<file path="src/rtl/fgp_rx_parser_if.sv">
// ----------------------------------------------------------------------------
// fgp_rx_parser_if
// Byte-stream bus between a lower-layer receiver, the frame parser and its
// consumers.
//
// Handshake semantics: there is no back-pressure. A byte on `in` is valid
// only in a cycle where `inclk` is 1. `in_done` marks the end of the frame
// and may share a cycle with the last byte. Every output pulse
// (setoff_req, outclk, done, err) is valid for exactly the cycle in which it
// is 1. The values that go with a pulse (setoff_val, setoff_chan, out,
// err_code) are valid in that same cycle.
//
// Signals:
//   inclk       byte strobe                      (receiver -> parser)
//   in[7:0]     received byte                    (receiver -> parser)
//   in_done     end-of-frame pulse               (receiver -> parser)
//   setoff_req  offset-complete pulse            (parser -> consumer)
//   setoff_chan channel index of current header  (parser -> consumer)
//   setoff_val  {offset, COLOR_SHIFT zeros}      (parser -> consumer)
//   outclk      payload byte strobe              (parser -> consumer)
//   out[7:0]    payload byte                     (parser -> consumer)
//   done        last-payload-byte pulse          (parser -> consumer)
//   err         frame error pulse                (parser -> consumer)
//   err_code    1 = bad channel, 2 = short frame (parser -> consumer)
// Modports: master = receiver/consumer side, slave = parser side.
// ----------------------------------------------------------------------------
interface fgp_rx_parser_if #(
  parameter int OFFSET_BYTES = 2,
  parameter int COLOR_SHIFT  = 9
);
  logic                                  inclk;
  logic [7:0]                            in;
  logic                                  in_done;
  logic                                  setoff_req;
  logic [7:0]                            setoff_chan;
  logic [8*OFFSET_BYTES+COLOR_SHIFT-1:0] setoff_val;
  logic                                  outclk;
  logic [7:0]                            out;
  logic                                  done;
  logic                                  err;
  logic [1:0]                            err_code;

  modport master (
    output inclk, in, in_done,
    input  setoff_req, setoff_chan, setoff_val, outclk, out, done, err, err_code
  );

  modport slave (
    input  inclk, in, in_done,
    output setoff_req, setoff_chan, setoff_val, outclk, out, done, err, err_code
  );
endinterface

</file>
<file path="src/rtl/fgp_rx_parser.sv">
// ----------------------------------------------------------------------------
// fgp_rx_parser
// Parses frames of the form
//   [chan (1) | offset (OFFSET_BYTES, MSB first) | pad (PAD_BYTES) |
//    data (DATA_BYTES) | trailing bytes ignored]
// It reports the channel and offset through a one-cycle setoff_req pulse and
// forwards the payload bytes with zero latency on outclk/out.
//
// Optional feature: when the macro FGP_RX_ERR_EN is defined, an illegal channel
// (chan >= CHANNELS) pulses err with code 1 and the rest of the frame is
// dropped. An in_done that arrives before the payload is complete pulses err
// with code 2. Without the macro, err and err_code stay 0 and a short frame
// simply returns the parser to CHAN.
//
// Ports:
//   clk        clock; all logic runs on posedge
//   rst        synchronous, active-high reset
//   bus        fgp_rx_parser_if.slave (byte input and parse results)
//   state_dbg  current FSM state (CHAN=0 OFFSET=1 PAD=2 DATA=3 TAIL=4 DROP=5)
// ----------------------------------------------------------------------------
module fgp_rx_parser #(
  parameter int OFFSET_BYTES = 2,
  parameter int PAD_BYTES    = 125,
  parameter int DATA_BYTES   = 768,
  parameter int CHANNELS     = 2,
  parameter int COLOR_SHIFT  = 9
) (
  input  logic            clk,
  input  logic            rst,
  fgp_rx_parser_if.slave  bus,
  output logic [2:0]      state_dbg
);

  typedef enum logic [2:0] {
    CHAN   = 3'd0,
    OFFSET = 3'd1,
    PAD    = 3'd2,
    DATA   = 3'd3,
    TAIL   = 3'd4,
    DROP   = 3'd5
  } state_t;

  localparam int         OFF_W     = 8 * OFFSET_BYTES;
  localparam int         VAL_W     = OFF_W + COLOR_SHIFT;
  localparam logic [9:0] OFF_LAST  = 10'(OFFSET_BYTES - 1);
  localparam logic [9:0] PAD_LAST  = 10'(PAD_BYTES - 1);
  localparam logic [9:0] DATA_LAST = 10'(DATA_BYTES - 1);

  state_t           state_q;
  state_t           state_nxt;
  logic [9:0]       cnt_q;
  logic [OFF_W-1:0] off_q;
  logic [7:0]       chan_q;

  logic [OFF_W+7:0] off_cat;
  logic [OFF_W-1:0] off_shift;
  logic             bad_chan;
  logic             setoff_req_o;
  logic             outclk_o;
  logic             done_o;

  // The offset value seen by the consumer already contains the byte that is
  // arriving now, so setoff_val is valid in the same cycle as setoff_req.
  assign off_cat   = {off_q, bus.in};
  assign off_shift = off_cat[OFF_W-1:0];

`ifdef FGP_RX_ERR_EN
  assign bad_chan = (state_q == CHAN) && bus.inclk &&
                    ({1'b0, bus.in} >= 9'(CHANNELS));
`else
  assign bad_chan = 1'b0;
`endif

  // --------------------------------------------------------------------------
  // State register and datapath registers
  // --------------------------------------------------------------------------
  always_ff @(posedge clk) begin
    if (rst) begin
      state_q <= CHAN;
      cnt_q   <= '0;
      off_q   <= '0;
      chan_q  <= '0;
    end else begin
      state_q <= state_nxt;
      // The byte counter restarts at every state change so each field counts
      // from zero.
      if (state_nxt != state_q) begin
        cnt_q <= '0;
      end else if (bus.inclk) begin
        cnt_q <= cnt_q + 10'd1;
      end
      if ((state_q == OFFSET) && bus.inclk) begin
        off_q <= off_shift;
      end
      if ((state_q == CHAN) && bus.inclk) begin
        chan_q <= bus.in;
      end
    end
  end

  // --------------------------------------------------------------------------
  // Next-state logic. The byte in the current cycle is processed first; an
  // in_done in the same cycle then overrides the destination with CHAN.
  // --------------------------------------------------------------------------
  always_comb begin
    state_nxt = state_q;
    case (state_q)
      CHAN: begin
        if (bus.inclk) begin
          state_nxt = bad_chan ? DROP : OFFSET;
        end
      end
      OFFSET: begin
        if (bus.inclk && (cnt_q == OFF_LAST)) begin
          state_nxt = (PAD_BYTES == 0) ? DATA : PAD;
        end
      end
      PAD: begin
        if (bus.inclk && (cnt_q == PAD_LAST)) begin
          state_nxt = DATA;
        end
      end
      DATA: begin
        if (bus.inclk && (cnt_q == DATA_LAST)) begin
          state_nxt = TAIL;
        end
      end
      TAIL:    state_nxt = state_q;
      DROP:    state_nxt = state_q;
      default: state_nxt = CHAN;
    endcase
    if (bus.in_done) begin
      state_nxt = CHAN;
    end
  end

  // --------------------------------------------------------------------------
  // Output logic. Every pulse is held low while rst is asserted, so a byte
  // that arrives in the reset cycle has no effect.
  // --------------------------------------------------------------------------
  always_comb begin
    setoff_req_o = 1'b0;
    outclk_o     = 1'b0;
    done_o       = 1'b0;
    if (!rst) begin
      case (state_q)
        OFFSET: setoff_req_o = bus.inclk && (cnt_q == OFF_LAST);
        DATA: begin
          outclk_o = bus.inclk;
          done_o   = bus.inclk && (cnt_q == DATA_LAST);
        end
        default: begin
          setoff_req_o = 1'b0;
          outclk_o     = 1'b0;
          done_o       = 1'b0;
        end
      endcase
    end
  end

  assign bus.setoff_req  = setoff_req_o;
  assign bus.setoff_chan = chan_q;
  assign bus.setoff_val  = VAL_W'(off_shift) << COLOR_SHIFT;
  assign bus.outclk      = outclk_o;
  assign bus.out         = bus.in;
  assign bus.done        = done_o;
  assign state_dbg       = state_q;

`ifdef FGP_RX_ERR_EN
  logic       short_frame;
  logic       err_o;
  logic [1:0] code_cur;
  logic [1:0] code_q;

  // A frame is short when it ends before the last payload byte has been
  // accepted. An in_done that comes with the last payload byte is a normal
  // end of frame.
  assign short_frame = bus.in_done &&
                       ((state_q == OFFSET) || (state_q == PAD) ||
                        ((state_q == DATA) && !(bus.inclk && (cnt_q == DATA_LAST))));
  assign err_o    = !rst && (bad_chan || short_frame);
  assign code_cur = bad_chan ? 2'd1 : 2'd2;

  always_ff @(posedge clk) begin
    if (rst) begin
      code_q <= 2'd0;
    end else if (err_o) begin
      code_q <= code_cur;
    end
  end

  // The new code is shown in the same cycle as the err pulse, then held.
  assign bus.err      = err_o;
  assign bus.err_code = err_o ? code_cur : code_q;
`else
  assign bus.err      = 1'b0;
  assign bus.err_code = 2'd0;
`endif

endmodule

</file>
<file path="src/flat_wrapper.sv">
// flat-port wrapper written by rule: the top's interface ports become plain ports
module fgp_rx_parser_flat 
#(
  parameter int OFFSET_BYTES = 2,
  parameter int PAD_BYTES    = 125,
  parameter int DATA_BYTES   = 768,
  parameter int CHANNELS     = 2,
  parameter int COLOR_SHIFT  = 9
)
  (clk, rst, state_dbg, bus_inclk, bus_in, bus_in_done, bus_setoff_req, bus_setoff_chan, bus_setoff_val, bus_outclk, bus_out, bus_done, bus_err, bus_err_code);
  fgp_rx_parser_if #(.OFFSET_BYTES(OFFSET_BYTES), .COLOR_SHIFT(COLOR_SHIFT)) bus_i ();
  input  logic clk;
  input  logic rst;
  output logic [2:0] state_dbg;
  input wire logic [$bits(bus_i.inclk)-1:0] bus_inclk;
  input wire logic [$bits(bus_i.in)-1:0] bus_in;
  input wire logic [$bits(bus_i.in_done)-1:0] bus_in_done;
  output wire logic [$bits(bus_i.setoff_req)-1:0] bus_setoff_req;
  output wire logic [$bits(bus_i.setoff_chan)-1:0] bus_setoff_chan;
  output wire logic [$bits(bus_i.setoff_val)-1:0] bus_setoff_val;
  output wire logic [$bits(bus_i.outclk)-1:0] bus_outclk;
  output wire logic [$bits(bus_i.out)-1:0] bus_out;
  output wire logic [$bits(bus_i.done)-1:0] bus_done;
  output wire logic [$bits(bus_i.err)-1:0] bus_err;
  output wire logic [$bits(bus_i.err_code)-1:0] bus_err_code;
  assign bus_i.inclk = bus_inclk;
  assign bus_i.in = bus_in;
  assign bus_i.in_done = bus_in_done;
  assign bus_setoff_req = bus_i.setoff_req;
  assign bus_setoff_chan = bus_i.setoff_chan;
  assign bus_setoff_val = bus_i.setoff_val;
  assign bus_outclk = bus_i.outclk;
  assign bus_out = bus_i.out;
  assign bus_done = bus_i.done;
  assign bus_err = bus_i.err;
  assign bus_err_code = bus_i.err_code;
  fgp_rx_parser #(.OFFSET_BYTES(OFFSET_BYTES), .PAD_BYTES(PAD_BYTES), .DATA_BYTES(DATA_BYTES), .CHANNELS(CHANNELS), .COLOR_SHIFT(COLOR_SHIFT)) u_core (.clk(clk), .rst(rst), .bus(bus_i), .state_dbg(state_dbg));
endmodule
</file>
<file path="config.mk">
export PLATFORM = sky130hd
export DESIGN_NAME = fgp_rx_parser_flat
export DESIGN_NICKNAME = d
export VERILOG_FILES = /design/src/rtl/fgp_rx_parser_if.sv /design/src/rtl/fgp_rx_parser.sv /design/src/flat_wrapper.sv
export SDC_FILE = /design/constraint.sdc
export NUM_CORES = 1
export LEC_CHECK = 0
export BUFFER_PORTS_ARGS = -buffer_cell sky130_fd_sc_hd__buf_2
export CAP_MARGIN = 20
export CELL_PAD_IN_SITES_DETAIL_PLACEMENT = 1
export CELL_PAD_IN_SITES_GLOBAL_PLACEMENT = 1
export CORE_MARGIN = 4
export CORE_UTILIZATION = 38
export DETAILED_ROUTE_END_ITERATION = 10
export PLACE_DENSITY = 0.9
export SETUP_SLACK_MARGIN = 0.1
export SLEW_MARGIN = 20
export SYNTH_ARGS = -nofsm -noshare
export SYNTH_HDL_FRONTEND = slang
export SYNTH_SLANG_ARGS = --single-unit
</file>
<file path="constraint.sdc">
create_clock -name clk -period 3.24 [get_ports clk]
set_clock_uncertainty 0.15 [all_clocks]
set_input_delay 0.324 -clock clk [delete_from_list [all_inputs] [get_ports clk]]
set_output_delay 0.324 -clock clk [all_outputs]
set_load 0.02 [all_outputs]
</file>
Word-level counts from Yosys, hierarchy flattened:

Cells that the tools add are included.

* register bits after elaboration: 29
* input bits: 12
* output and inout port bits: 50
* word-level logic and storage cells: 34

* $add $sub $neg: 1
* equality and inequality tests: 9
* multiplexer cells: 12
* reduce and logical (&&, ||, !) cells: 8

Operators with widths (count)
* two-way mux 3 bit: 5
* one-hot mux 3 bit (5 select lines): 1
* adder 10 x 1 -> 10 bit (second input constant): 1
* equality test 10 x 1 -> 1 bit (second input constant): 1
* equality test 10 bit (second input constant): 1
* equality test 10 x 7 -> 1 bit (second input constant): 1
* equality test 3 x 2 -> 1 bit (second input constant): 2
* equality test 3 bit (second input constant): 2
* two-way mux 1 bit: 6
* logical AND 1 bit: 5
* OR reduction 2 bit: 2
* equality test 3 x 1 -> 1 bit (second input constant): 1
* logical NOT 3 bit: 1
* inequality test 3 bit: 1

Longest topological paths before layout:

Gate-level depths: netlist of run 1.

* depth in word-level cells: 7
* depth in mapped cells: 6

Worst setup path before layout of run 1:

OpenSTA, ideal clock, no wires.

* path type: register to output
* start point: reg u_core.cnt_q[0]
* end point: out bus_done
* arrival time: 1.631 ns
* data required time: 2.766 ns
* slack: 1.135 ns
* cell stages (with the launch flop): 5
* path buffers: 0
* cell sequence: dfxtp_1 ha_1 and3_1 nand4_4 nor4_1

* word-level cells in the longest chain between the ends: 4

Ends and longest elaborated chain
* start: declaration: RTL line fgp_rx_parser.sv:51 `logic [9:0] cnt_q;`
* start signal: assignment: RTL line fgp_rx_parser.sv:90 `cnt_q <= cnt_q + 10'd1;`
* equality test 10 bit: RTL line fgp_rx_parser.sv:150 `done_o = bus.inclk && (cnt_q == DATA_LAST);`
* logical AND 1 bit: RTL line fgp_rx_parser.sv:150
* two-way mux 1 bit: RTL line fgp_rx_parser.sv:146 `case (state_q)`
* two-way mux 1 bit: RTL line fgp_rx_parser.sv:145 `if (!rst) begin`
* end: declaration: RTL line flat_wrapper.sv:23 `output wire logic [$bits(bus_i.done)-1:0] bus_done;`

Every way passes these cells.

Worst setup path in the final report of run 1:

Ends and elaborated chain as after synthesis.

==> flow_summary.toml, run 1 <==
[timing]
worst_slack_ns = 0.909
hold_ws_ns = 0.153
slew_headroom = 0.392
tightest_slew_ns = 0.904
drv_slew = 0
fin_crit_ns = 2.33
tns_ns = 0
fmax_mhz = 429
fin_crit_sh = 0.720
hold_violations = 0
setup_viol = 0
rsz0062_at_grt = "no"

[power_and_ir_drop]
seqPwrFrac = 0.423
p_sw_w = 0.000235
cellPowerDensity_mw_per_mm2 = 475
power.internal_w = 0.000654
leakagePower_nw = 0.803
ir_drop_uv = 358
power.share.clock = 0.440
switching_share = 0.264
comb_power_share = 0.136

[min_path]
min_path_type = "input pin to flip-flop"

[synthesis]
yosys_warnings = 0
ys_types = 40
synth_area_mm2 = 0.00165
synth_edf_count = 0
asyncSetResetFlopFracSynth = 0
syn_area_per_cell_um2 = 8.51
ys_seq_area_frac = 0.352
synthFlopType = "dfxtp_1"
synth-seq-cells = 29
synthCells = 194

[route]
dr.pass1.iters = 4
drc = 0
vias = 1428
final_antenna_net_count = 0
wl_um = 4300
avgRoutedWirePerCell_um = 15.6
drt-vias-per-instance = 5.17
drt_iter0_drc = 50

[clock_network]
cts_resized = 0
numCtsBuffers = 5
cts_htree_levels = 2
cts_hold_buf = 0
clk_latency_ns = 0.28
postCtsSetupRepairBufs = 0
clkSinkCount = 29
cts_buffer_depth = 2
cts.clk_slew.worst_paths_ns = 0.06
cts_tree = "yes"
root_buffer = "clkbuf_8"

[placement]
gp_congestion = 0.731
io_buffers = 49
placedCellCount = 268
dp_hpwl_um = 3130
place_ws_ns = 1.21

[floorplanning]
die_w_um = 73.9
die_h_um = 73.9
start_util = 0.404
core_mm2 = 0.00409
die-area_mm2 = 0.00546
row_count = 23
pin_count = 62

[grt]
grt_max_degree = 24
grt-ovfl-total = 0
grt.total_usage = 0.164
grt_pass1_vias = 1415
antenna_found_initial = 0
grt_pass1_wl_um = 6800

[worst_setup_path]
path_class = "flip-flop to primary output"
start_kind = "flip-flop"
path_max_fanout = 5
critPathCaptureType = "primary output"
arrival_ns = 1.86
crit_required_ns = 2.77

[layout]
fin_nets = 240
drive_gt1_frac = 0.288
nFillCells = 526
syn_to_final_growth_pct = 13.3
n_antenna_cell = 0
instances_no_fill = 276

[outcome]
status = "finished, final reports clean"

[run]
maxCapViolCount = 0
## final timing paths
path	from	cells after the start	endpoint	slack [ns]
hold reg to reg	u_core.bus.setoff_chan[3]	2	u_core.bus.setoff_chan[3]	0.30
hold / removal	bus_in[6]	3	u_core.off_q[6]	0.15
setup / recovery	u_core.cnt_q[0]	5	bus_done	0.91
setup reg to reg	u_core.cnt_q[3]	4	u_core.cnt_q[1]	1.21
## flip-flops by register name, indices dropped and copies added, names as in the netlist
name	cells
u_core.bus.setoff_chan	8
u_core.cnt_q	10
u_core.off_q	8
u_core.state_dbg	3
## power by group through the flow
stage / combinational [W] / clock (W) / sequential (W)
3_5_place_dp: 0.000121 / 0 / 0.000385
3_3_place_gp: 0.000117 / 0 / 0.000384
5_1_grt: 0.000132 / 0.000413 / 0.000378
2_1_floorplan: 0.0000966 / 0 / 0.000393
4_1_cts: 0.000122 / 0.000399 / 0.000377
6_report: 0.000121 / 0.000392 / 0.000376
## layout make-up
class	instances	area [um^2]	area share
multi-input cells	136	851	0.455
flip-flops and latches	29	581	0.310
repair buffers	49	245	0.131
clock buffers	7	86.3	0.0462
well taps	50	62.6	0.0334
clock inverters	1	30.0	0.0161
inverters	4	15.0	0.00803
## kinds of logic after synthesis
| group | count (synthesis) | synth area share |
|---|---|---|
| AND/OR/NAND/NOR | 73 | 0.244 |
| buffers and inverters | 40 | 0.158 |
| AO/OA/AOI/OAI | 38 | 0.168 |
| flip-flops | 29 | 0.352 |
| XOR/XNOR | 9 | 0.0478 |
| adder cells (fa/ha/maj) | 3 | 0.0227 |
| other | 1 | 0.00227 |
| multiplexers | 1 | 0.00607 |
## metal layers
layer / vias to the layer above / share of wire / global-route usage
met5: - / 0 / 0
met4: 0 / 0.011 / 0.0724
met3: 5 / 0.073 / 0.0356
met2: 49 / 0.49 / 0.285
met1: 681 / 0.42 / 0.191
li1: 693 / - / -
## cells in the mapped netlist, types with 2 or more instances
cell type	n	area, um^2
nor2_1	3	11.3
nor3_1	4	20.0
o211ai_2	2	25.0
a211oi_1	11	82.6
xnor2_1	4	35.0
a21oi_1	18	90.1
ha_1	3	37.5
buf_4	29	218
nand3_1	2	10.0
inv_1	4	15.0
clkbuf_1	6	22.5
nand2b_1	2	12.5
dfxtp_1	29	581
nand2_1	41	154
nor3b_1	2	15.0
or3_1	2	12.5
nor2b_1	2	12.5
xor2_1	5	43.8
nand4_1	4	25.0
## per-stage QoR
step	total power, W	cell area [um^2]	util
after floorplan	0.000490	1690	-
after global placement	0.000501	1750	0.429
after detailed placement	0.000506	1750	0.429
after CTS	0.000897	1870	0.458
after global routing	0.000923	1870	0.458
final	0.000889	1870	0.458
## placed cells by master (no fill, tap or decap), types with 2 or more instances in the layout
cell type   n
nand4_1     4
xnor2_1     4
nor2b_1     2
clkbuf_8    6
nand3_1     2
nor3_1      4
xor2_1      5
nor2_1      3
nand2b_1    2
or3_1       2
o211ai_2    2
buf_2      49
inv_1       4
nor3b_1     2
conb_1     12
ha_1        3
dfxtp_1    29
nand2_1    41
a21oi_1    18
a211oi_1   11
## critical path: stages (launching register included)
cell     delay [ns]
dfxtp_1        0.42
ha_1           0.19
and3_1         0.30
nand4_4        0.17
nor4_1         0.28
buf_2          0.22
(Power assumes the default switching activity.)
==> run 2: changes to the inputs <==
- CORE_UTILIZATION: 38 -> 32
- PLACE_DENSITY: 0.9 -> 0.81
- clock period: 3.24 -> 2.05 ns (I/O delays scaled with it)
==> flow_summary.toml, run 2 (synthesis results as in run 1) <==
[route]
drt-vias-per-instance = 4.84
dr.pass1.iters = 4
drc = 0
top_layer_used = "met4"
route.met3.wl_um = 377
avgRoutedWirePerCell_um = 16.3
final_antenna_net_count = 0
wl_met1_um = 2110
drt_iter0_drc = 32
wl_met2_um = 2500
vias = 1490
wl_um = 5010

[clock_network]
cts_tree = "yes"
root_buffer = "clkbuf_8"
clk_latency_ns = 0.28
cts.clk_slew.worst_paths_ns = 0.07
numCtsBuffers = 5
cts_htree_levels = 2
clkSinkCount = 29
cts_buffer_depth = 2
cts_hold_buf = 0

[floorplanning]
core_mm2 = 0.00485
row_count = 25
pin_count = 62
die-area_mm2 = 0.00637
die_h_um = 79.8
start_util = 0.340
die_w_um = 79.8

[timing]
fin_crit_sh = 0.941
fin_crit_ns = 1.93
slew_headroom = 0.666
worst_slack_ns = 0.121
fmax_mhz = 518
tightest_slew_ns = 0.498
drv_slew = 0
hold_violations = 0
setup_viol = 0

[run]
maxCapViolCount = 0

[placement]
dp_hpwl_um = 3460
place_ws_ns = 0.121
io_buffers = 49
place_area_mm2 = 0.00183
gp_congestion = 0.765

[layout]
multi_input_area_um2 = 937
finalCoreUtilization = 0.429
syn_to_final_growth_pct = 26.0
fin_area_mm2 = 0.00208
fin_nets = 255
largest-register = "u_core.cnt_q"
drive_gt1_frac = 0.398
final_common_cell = "buf_2"
nFillCells = 603
n_antenna_cell = 0
layout_common_cells = "buf_2, nand2_1, dfxtp_1, a21oi_1, buf_4"
ff_latch_area_um2 = 593
largest_reg_flops = 10

[grt]
grt_pass1_wl_um = 7470
grt_pass1_vias = 1500
grt.total_usage = 0.151
grt_max_degree = 24
grt-ovfl-total = 0
antenna_found_initial = 0

[worst_setup_path]
crit_required_ns = 2.06
path_class = "flip-flop to flip-flop"
critPathCaptureType = "flip-flop"
r2r_slack_ns = 0.12
start_kind = "flip-flop"
arrival_ns = 1.94
path_max_fanout = 5

[power_and_ir_drop]
cellPowerDensity_mw_per_mm2 = 614
leakagePower_nw = 0.881
ir_drop_uv = 459
total_power_w = 0.00128

[min_path]
min_path_type = "input pin to flip-flop"

[outcome]
status = "finished, final reports clean"
[run 2: cell count changes in the layout (fill, tap and decap cells not counted), sizes merged]
cell,change
buf,+14
bufinv,-1
clkbuf,-1
clkinv,+2
o211ai,+1
[run 2: path summary, 6_finish.rpt]
check,from,end,depth (start not counted)
setup / recovery,u_core.cnt_q[1],u_core.cnt_q[1],7
hold / removal,bus_in[4],u_core.off_q[4],3
setup reg to reg,u_core.cnt_q[1],u_core.cnt_q[1],7
hold reg to reg,u_core.off_q[4],u_core.off_q[4],2
[run 2: timing repair]
item / CTS / global route
resized for setup: 11 / 12
buffers inserted: 1 / 6
setup endpoints to repair: 3 / 20
hold endpoints to repair: 0 / 0
cloned: 0 / 1
pin swaps: 1 / 7
[run 2: layout make-up]
type / count / area share
Clock buffer: 6 / 0.0349
Multi-Input combinational cell: 137 / 0.451
Timing Repair Buffer: 63 / 0.177
Tap cell: 67 / 0.0403
Inverter: 4 / 0.00722
Sequential cell: 29 / 0.285
Clock inverter: 2 / 0.00481
[run 2: report_power, final]
part | switching, W | internal, W | leakage [nW] | total [W]
clock network | 0.000225 | 0.000235 | 0.0450 | 0.000460
registers | 0.0000134 | 0.000582 | 0.240 | 0.000595
logic | 0.000150 | 0.0000708 | 0.596 | 0.000221
[run 2: worst max-delay path, stage by stage (launching register included)]
cell and delay, ns:
dfxtp_2 0.34, inv_1 0.08, ha_1 0.14, nor4bb_2 0.38, nand4_1 0.14, buf_4 0.19
o211ai_2 0.29, a211oi_1 0.09
[run 2: through the flow]
stage	hold slack (ns)	TNS, ns	std cells
2_1_floorplan	0.132	0	205
3_3_place_gp	0.290	0	292
3_5_place_dp	0.297	0	292
4_1_cts	0.0347	0	301
5_1_grt	0.0473	-0.00859	308
6_report	0.0404	0	308
[run 2: metal layers]
| layer | track usage | vias to the layer above |
|---|---|---|
| li1 | - | 726 |
| met1 | 0.172 | 711 |
| met2 | 0.270 | 51 |
| met3 | 0.0564 | 2 |
| met4 | 0.0287 | 0 |
| met5 | 0 | - |
